[src/rtl/edram_pkg.sv]
// Shared constants and slot types for the edram slot scheduler.
// One slot is PHASES clk cycles of the macro.
package edram_pkg;
    localparam int ADDR_W = 9;
    localparam int DATA_W = 343;
    localparam int PHASES = 4;

    typedef enum logic [1:0] {
        SLOT_IDLE,
        SLOT_RD,
        SLOT_WR,
        SLOT_REF
    } slot_e;
endpackage

[src/rtl/edram_ref_timer.sv]
// Refresh bookkeeping: interval credits, pending debt, refresh row,
// sticky overflow and the short history of recently refreshed rows.
module edram_ref_timer
    import edram_pkg::*;
#(
    parameter int REF_INTERVAL = 64
) (
    input  logic              clk,
    input  logic              rst,
    input  logic              tick,
    input  logic              ref_go,
    input  logic [ADDR_W-1:0] chk_addr,
    output logic [2:0]        pending,
    output logic [ADDR_W-1:0] ref_addr,
    output logic              overflow,
    output logic              hazard
);
    localparam logic [15:0] IV_LAST = 16'(REF_INTERVAL - 1);

    logic [15:0]             iv_cnt;
    logic                    credit;
    logic [2:0]              hist_v;
    logic [2:0][ADDR_W-1:0]  hist_a;

    assign credit = (iv_cnt == IV_LAST);

    always_comb begin
        hazard = 1'b0;
        for (int i = 0; i < 3; i++) begin
            if (hist_v[i] && (hist_a[i] == chk_addr)) begin
                hazard = 1'b1;
            end
        end
    end

    always_ff @(posedge clk or posedge rst) begin
        if (rst) begin
            iv_cnt   <= '0;
            pending  <= '0;
            ref_addr <= '0;
            overflow <= 1'b0;
            hist_v   <= '0;
            hist_a   <= '0;
        end else if (tick) begin
            iv_cnt <= credit ? '0 : iv_cnt + 1'b1;
            // a credit and a refresh in the same slot cancel out
            if (credit && !ref_go) begin
                if (pending == 3'd7) begin
                    overflow <= 1'b1;
                end else begin
                    pending <= pending + 1'b1;
                end
            end else if (!credit && ref_go) begin
                pending <= pending - 1'b1;
            end
            if (ref_go) begin
                ref_addr <= ref_addr + 1'b1;
            end
            hist_v <= {hist_v[1:0], ref_go};
            hist_a <= {hist_a[1:0], ref_addr};
        end
    end
endmodule

[src/rtl/edram_sched.sv]
// Slot arbiter for one edram macro: picks read/write/refresh/idle every
// PHASES clk, drives the macro ports and returns read data after RD_LAT slots.
module edram_sched
    import edram_pkg::*;
#(
    parameter int REF_INTERVAL = 64,
    parameter int REF_URGENT   = 4,
    parameter int RD_LAT       = 4,
    parameter int WR_AGE       = 4
) (
    input  logic              clk,
    input  logic              rst,
    input  logic              rd_req,
    input  logic [ADDR_W-1:0] rd_addr,
    output logic              rd_gnt,
    output logic              rd_valid,
    output logic [DATA_W-1:0] rd_data,
    input  logic              wr_req,
    input  logic [ADDR_W-1:0] wr_addr,
    input  logic [DATA_W-1:0] wr_data,
    output logic              wr_gnt,
    output logic              port_en,
    output logic              port_ref_plus2,
    output logic [ADDR_W-1:0] port_read_addr,
    output logic [ADDR_W-1:0] port_write_addr,
    output logic [DATA_W-1:0] port_write_data,
    output logic              port_wen_plus3,
    input  logic [DATA_W-1:0] mem_read_data,
    output logic              ref_overflow
);
    localparam logic [1:0] LAST_PH = 2'(PHASES - 1);
    localparam logic [3:0] URG     = 4'(REF_URGENT);
    localparam logic [2:0] AGE_MAX = 3'(WR_AGE);

    logic [1:0]        phase;
    logic              tick;
    slot_e             slot;
    slot_e             nxt;
    logic [2:0]        pending;
    logic [2:0]        age;
    logic [ADDR_W-1:0] ref_addr;
    logic              hazard;
    logic              wr_ok;
    logic              urgent;
    logic              ref_go;
    logic [RD_LAT-1:0] rd_pipe;

    assign tick   = (phase == 2'd0);
    assign wr_ok  = wr_req && !hazard;
    assign urgent = ({1'b0, pending} >= URG) && (pending != 3'd0);
    assign ref_go = tick && (nxt == SLOT_REF);

    edram_ref_timer #(
        .REF_INTERVAL(REF_INTERVAL)
    ) u_timer (
        .clk     (clk),
        .rst     (rst),
        .tick    (tick),
        .ref_go  (ref_go),
        .chk_addr(wr_addr),
        .pending (pending),
        .ref_addr(ref_addr),
        .overflow(ref_overflow),
        .hazard  (hazard)
    );

    always_comb begin
        nxt = SLOT_IDLE;
        if (urgent) begin
            nxt = SLOT_REF;
        end else if (wr_ok && (age == AGE_MAX)) begin
            nxt = SLOT_WR;
        end else if (rd_req) begin
            nxt = SLOT_RD;
        end else if (wr_ok) begin
            nxt = SLOT_WR;
        end else if (pending != 3'd0) begin
            nxt = SLOT_REF;
        end
    end

    always_ff @(posedge clk or posedge rst) begin
        if (rst) begin
            phase           <= '0;
            slot            <= SLOT_IDLE;
            age             <= '0;
            rd_pipe         <= '0;
            rd_gnt          <= 1'b0;
            wr_gnt          <= 1'b0;
            rd_valid        <= 1'b0;
            rd_data         <= '0;
            port_en         <= 1'b0;
            port_ref_plus2  <= 1'b0;
            port_read_addr  <= '0;
            port_write_addr <= '0;
            port_write_data <= '0;
            port_wen_plus3  <= 1'b0;
        end else begin
            phase          <= phase + 1'b1;
            rd_gnt         <= 1'b0;
            wr_gnt         <= 1'b0;
            rd_valid       <= 1'b0;
            port_wen_plus3 <= (phase == LAST_PH) && (slot == SLOT_WR);
            if (tick) begin
                slot           <= nxt;
                rd_gnt         <= (nxt == SLOT_RD);
                wr_gnt         <= (nxt == SLOT_WR);
                port_en        <= (nxt == SLOT_RD);
                port_ref_plus2 <= (nxt == SLOT_REF);
                rd_pipe        <= {rd_pipe[RD_LAT-2:0], nxt == SLOT_RD};
                rd_valid       <= rd_pipe[RD_LAT-1];
                if (rd_pipe[RD_LAT-1]) begin
                    rd_data <= mem_read_data;
                end
                if (nxt == SLOT_RD) begin
                    port_read_addr <= rd_addr;
                end
                if (nxt == SLOT_REF) begin
                    port_read_addr <= ref_addr;
                end
                if (nxt == SLOT_WR) begin
                    port_write_addr <= wr_addr;
                    port_write_data <= wr_data;
                end
                if (!wr_req || (nxt == SLOT_WR)) begin
                    age <= '0;
                end else if (age != AGE_MAX) begin
                    age <= age + 1'b1;
                end
            end
        end
    end
endmodule

[config.mk]
export PLATFORM = sky130hd
export DESIGN_NAME = edram_sched
export DESIGN_NICKNAME = d
export VERILOG_FILES = /design/src/rtl/edram_pkg.sv /design/src/rtl/edram_ref_timer.sv /design/src/rtl/edram_sched.sv
export SDC_FILE = /design/constraint.sdc
export NUM_CORES = 1
export LEC_CHECK = 0
export ABC_CLOCK_PERIOD_IN_PS = 23400
export BUFFER_PORTS_ARGS = -buffer_cell sky130_fd_sc_hd__clkbuf_2
export CORE_AREA = 2 2 547 549
export DETAILED_ROUTE_END_ITERATION = 7
export DIE_AREA = 0 0 549 551
export GPL_ROUTABILITY_DRIVEN = 1
export PLACE_DENSITY = 0.36
export SYNTH_ARGS = -nofsm -noshare
export SYNTH_HDL_FRONTEND = slang
export SYNTH_SLANG_ARGS = --single-unit
export TNS_END_PERCENT = 50
[constraint.sdc]
create_clock -name clk -period 23.4 [get_ports clk]
set_input_delay 3.51 -clock clk [delete_from_list [all_inputs] [get_ports clk]]
set_output_delay 3.51 -clock clk [all_outputs]
set_load 0.05 [all_outputs]
# == Yosys cells after proc, flatten, opt, wreduce, memory -nomap -nowiden ==
# Index checks and enable logic that the tools add are counted.
# word_totals
ff_bits,780
elab_cells,88
input_bits,708
output_inout_bits,711
# classes
reduce_logical,27
eq_ne,13
addsub,6
magnitude_cmp,1
n_mux,19
# op_table
operator,count
$eq A9 B9 Y1,3
$mux W9,2
$add A16 B1 Y16 const B,1
$eq A16 B6 Y1 const B,1
$mux W16,1
$mux W3,5
$logic_and A1 B1 Y1,10
$mux W2,5
$reduce_and A2 Y1,5
$add A9 B1 Y9 const B,1
$eq A2 B2 Y1 const B,4
$add A3 B1 Y3 const B,2
$eq A3 B3 Y1 const B,2
$mux W1,6
$reduce_and A3 Y1,2
$reduce_bool A2 Y1,3
$logic_not A1 Y1,4
$ge A3 B3 Y1 const B,1
$ne A3 B3 Y1 const B,1
$reduce_bool A3 Y1,1
$sub A3 B1 Y3 const B,1
$add A2 B1 Y2 const B,1
$eq A2 B1 Y1 const B,1
$logic_not A2 Y1,1
other kinds (2),2

# == Depth between registers and ports, before layout ==
# depth
depth_word,17
depth_mapped,12
mapped_depth_nobuf,11

# == Modules after synthesis ==
# A second synthesis with hierarchy kept.
# unflattened
cells_unflattened,1790
area_unflattened_um2,29733.5
# modules_own_cells
module,cells_each,area_each_um2,seq_area_each_um2,n_inst
edram_sched,1564,26919.6,18017.3,1
edram_ref_timer,226,2813.9,1476.4,1

# == Worst setup path before layout ==
# OpenSTA, ideal clock, no wires.
# synth_path
path_type,input to register
startpoint,in wr_addr[7]
endpoint,reg u_timer.pending[2]
cell_stages,12
arrival_ns,5.544
n_path_buf,1
required_time_ns,23.284
path_slack_ns,17.740
setup_ns,0.116
path_cell_list,xnor2_1 nand4_1 nor3_1 or3_1 buf_2 o311a_1 nand2_1 nand2_1 fa_1 nor2_1 nand2_1 o311ai_0
# synth_via
elab_chain_len,17
word_cells_on_any_way,25
cone_classes,eq/ne (5); mux (8); reduce/logical (12)
# synth_rtl
item,line,source
start: declaration,edram_sched.sv:19,"input logic [ADDR_W-1:0] wr_addr,"
$eq A9 B9 Y1,edram_ref_timer.sv:30,if (hist_v[i] && (hist_a[i] == chk_addr)) begin
$logic_and A1 B1 Y1,edram_ref_timer.sv:30,
$mux W1 (2 in series),edram_ref_timer.sv:30,
$mux W1 (*),edram_ref_timer.sv:30,
$logic_not A1 Y1 (*),edram_sched.sv:49,assign wr_ok = wr_req && !hazard;
$logic_and A1 B1 Y1 (*),edram_sched.sv:49,
$mux W2,edram_sched.sv:75,end else if (wr_ok) begin
$mux W2,edram_sched.sv:73,end else if (rd_req) begin
$mux W2 (*),edram_sched.sv:71,end else if (wr_ok && (age == AGE_MAX)) begin
$mux W2 (*),edram_sched.sv:69,if (urgent) begin
$eq A2 B2 Y1 (*),edram_sched.sv:51,assign ref_go = tick && (nxt == SLOT_REF);
$logic_and A1 B1 Y1 (*),edram_sched.sv:51,
$logic_not A1 Y1,edram_ref_timer.sv:47,if (credit && !ref_go) begin
$logic_and A1 B1 Y1,edram_ref_timer.sv:47,
$ne A2 B2 Y1 (no source line) or $reduce_bool A2 Y1 (tied branches),-,
$reduce_and A3 Y1 (no source line),-,
end signal: assignment,edram_ref_timer.sv:51,pending <= pending + 1'b1;
end signal: assignment,edram_ref_timer.sv:54,pending <= pending - 1'b1;
end: declaration,edram_ref_timer.sv:13,"output logic [2:0] pending,"
# Mark *: on every way between the ends. The rest lies on a longest branch, timed or not.
# A chain may end at the register's enable or synchronous reset.

# == Final worst setup path ==
# layout_path
startpoint,in wr_addr[1]
endpoint,reg port_write_data[213]
# layout_via
elab_chain_len,13
word_cells_on_any_way,18
cone_classes,eq/ne (4); mux (7); reduce/logical (7)
# layout_rtl
item,line,source
$eq A9 B9 Y1,edram_ref_timer.sv:30,
$logic_and A1 B1 Y1,edram_ref_timer.sv:30,
$mux W1 (2 in series),edram_ref_timer.sv:30,
$mux W1 (*),edram_ref_timer.sv:30,
$logic_not A1 Y1 (*),edram_sched.sv:49,
$logic_and A1 B1 Y1 (*),edram_sched.sv:49,
$mux W2,edram_sched.sv:75,
$mux W2,edram_sched.sv:73,
$mux W2 (*),edram_sched.sv:71,
$mux W2 (*),edram_sched.sv:69,
$eq A2 B2 Y1 (*),edram_sched.sv:121,if (nxt == SLOT_WR) begin
$reduce_and A2 Y1 (no source line) (*),-,
end signal: assignment,edram_sched.sv:123,port_write_data <= wr_data;
end: declaration,edram_sched.sv:26,"output logic [DATA_W-1:0] port_write_data,"
# Marked as above.

==> results.json <==
{
  "stdcell_count": 7311,
  "synth_edf_count": 0,
  "layout_common_cells": "clkbuf_2, dfrtp_1, mux2_2",
  "power_density_mw_per_mm2": 105.5,
  "design_area_mm2": 0.04528,
  "worstSetupEndpointType": "register",
  "cts_sinks": 779,
  "drt-total-wl_um": 183400,
  "dp.cells": 7093,
  "final.setup_skew_ps": 69.14,
  "min_from": "u_timer.overflow$_DFFE_PP0P_",
  "num_io_pins": 1419,
  "r2r_cells": 9,
  "track_usage_pct": 11.63,
  "cts_resized": 0,
  "cap_violations": 0,
  "drt_iter0_drc": 954,
  "pre_cts_ws_ps": 15700,
  "cts_tree": "built",
  "fp.dieArea_mm2": 0.3025,
  "vias_per_cell": 2.984,
  "grt_pass1_vias": 23290,
  "worst_pin_slew_ps": 1103,
  "clock-root-buffer": "clkbuf_16",
  "finalCoreUtilization_pct": 15.28,
  "start_util_pct": 10.15,
  "holdBufCountCts": 0,
  "area_growth_pct": 50.54,
  "vdd_drop_max_v": 0.00005486,
  "syn_inst": 1800,
  "dieWidth_um": 549,
  "leakagePower_nw": 20.42,
  "fp-row-count": 200,
  "antenna_found_initial": 120,
  "ys_async_sr_fraction_pct": 100.0,
  "antenna_left": 0,
  "io_buffer_count": 1418,
  "clk_latency_ps": 840,
  "clk_pin_slew_ps": 60,
  "drtPass1Iterations": 4,
  "cp.arrival_ps": 7610,
  "synthDistinctLibCells": 43,
  "ys.flop_type": "dfrtp_1",
  "drc": 0,
  "placed_area_mm2": 0.04167,
  "num_vias": 21810,
  "h-tree-depth": 3,
  "grt_pass1_wl_um": 232900,
  "fin_nets": 3980,
  "finalHoldViolCount": 0,
  "rrSetupSlack_ps": 18810,
  "seqPwrFrac_pct": 35.3,
  "cp_data_required_time_ps": 24070,
  "cts_buffer_depth": 4,
  "post-cts-setup-buffers": 0,
  "holdCritPathClass": "reg2reg",
  "final_common_cell": "clkbuf_2",
  "worstSetupStartpointType": "primary input",
  "worstSetupPathType": "in2reg",
  "grt_max_degree": 127,
  "syn_avg_cell_area_um2": 16.71,
  "die_h_um": 551,
  "p_int_mw": 2.875,
  "rr_startpoint": "u_timer.hist_a[1]$_DFFE_PP0P_",
  "syn_area_mm2": 0.03008,
  "finalWorstSetupSlack_ps": 16460,
  "combPwrFrac_pct": 29.8,
  "synth_nets": 2515,
  "worstPathMaxFanout": 126,
  "layout-drive-gt1-share_pct": 68.20,
  "synth_seq_cells": 779,
  "status": "completed",
  "seq_area_frac_synth_pct": 64.81,
  "rsz0062_at_grt": "false",
  "finalSetupViolations": 0,
  "max_slew_margin_pct": 26.47,
  "worst_r2r_endpoint": "port_write_data[213]$_DFFE_PP0P_",
  "cts_made_buffers": 109,
  "max_freq_mhz": 144.1,
  "fillCellCount": 33190,
  "hold_slack_ps": 377.5,
  "core_region_area_mm2": 0.2963,
  "layout_min_cycle_time_ps": 6939,
  "pwr-share-clk_pct": 35.0,
  "timing.final.crit_share_pct": 29.66,
  "routedWlPerCell_um": 25.09,
  "hpwl_um": 155600,
  "switchingPower_mw": 1.902,
  "crit_path_start": "wr_addr[1]",
  "swShare_pct": 39.82,
  "grt_overflow": 0,
  "ys_warn_count": 0,
  "gp_congestion": 0.8550,
  "setup_tns_ps": 0,
  "power_mw": 4.777,
  "seqCellArea_mm2": 0.01949,
  "multi_input_area_mm2": 0.009897,
  "setup.worst_path.end": "port_write_data[213]$_DFFE_PP0P_",
  "final_max_slew_viol_count": 0
}
[worst max-delay path: stages]
cell	delay, ps
clkbuf_2	150
xnor2_1	160
nand4_1	130
o31ai_1	90
or3_1	450
nor3_2	170
and2_4	610
buf_12	490
buf_4	970
mux2_1	410
[flip-flops by register name (all words and copies together) (netlist names), 3 cells and up]
signal / cells
age: 3
port_read_addr: 9
port_write_addr: 9
port_write_data: 343
rd_data: 343
rd_pipe: 4
u_timer.hist_a: 27
u_timer.hist_v: 3
u_timer.iv_cnt: 16
u_timer.pending: 3
u_timer.ref_addr: 9
[per-layer routing]
metal	global-route usage [%]	share of wire, %
met4	3.960	3.3
met5	0	0.23
met1	11.33	34
met2	19.96	49
met3	7.355	14
[synth_stat cells (all sizes together), types with 2 or more instances]
| master | instances | area (um^2) |
|---|---|---|
| a21oi | 15 | 75.07 |
| and2 | 5 | 32.53 |
| and3 | 5 | 31.28 |
| buf | 53 | 519.3 |
| clkbuf | 37 | 138.9 |
| dfrtp | 779 | 19490 |
| ha | 6 | 75.07 |
| inv | 9 | 33.78 |
| mux2 | 732 | 8618 |
| mux2i | 9 | 90.09 |
| nand2 | 26 | 97.59 |
| nand2b | 2 | 12.51 |
| nand3 | 7 | 35.03 |
| nand4 | 12 | 75.07 |
| nor2 | 24 | 90.09 |
| nor3 | 4 | 25.02 |
| nor4 | 2 | 12.51 |
| o21ai | 4 | 23.77 |
| o22ai | 2 | 12.51 |
| o311ai | 2 | 17.52 |
| o31ai | 3 | 22.52 |
| or3 | 2 | 12.51 |
| xnor2 | 45 | 394.1 |
| xor2 | 5 | 43.79 |
[final cells by class]
type | count | area share, %
tap | 3939 | 10.89
antenna | 26 | 0.1437
inverter | 9 | 0.08290
multi-input combinational | 922 | 21.86
clock buffer | 151 | 6.773
sequential | 779 | 43.05
timing repair buffer | 1444 | 16.16
clock inverter | 41 | 1.042
[worst min-delay path by stage]
stage | endpoint | slack [ps] | depth (start not counted)
2_1_floorplan | phase[0]$_DFF_PP0_ | 420 | 1
3_3_place_gp | u_timer.overflow$_DFFE_PP0P_ | 370 | 0
3_5_place_dp | u_timer.overflow$_DFFE_PP0P_ | 370 | 0
4_1_cts | u_timer.overflow$_DFFE_PP0P_ | 380 | 0
5_1_grt | u_timer.overflow$_DFFE_PP0P_ | 410 | 0
6_report | u_timer.overflow$_DFFE_PP0P_ | 380 | 0
[cells by family after synthesis]
group	Yosys count	share of synthesized area, %
adder cells (fa/ha/maj)	7	0.3162
multiplexers	741	28.95
flip-flops	779	64.81
AND/OR/NAND/NOR	94	1.539
XOR/XNOR	50	1.456
AO/OA/AOI/OAI	30	0.6199
buffers and inverters	99	2.301
[power groups by stage]
stage	combinational (mW)	clock, mW	sequential [mW]
floorplan	0.215	0	2.39
global placement	1.46	0	1.70
detailed placement	1.46	0	1.71
CTS	1.46	1.75	1.69
global route	1.49	1.79	1.71
finish	1.42	1.67	1.69
Note: power is estimated with default switching activity, not from simulation.
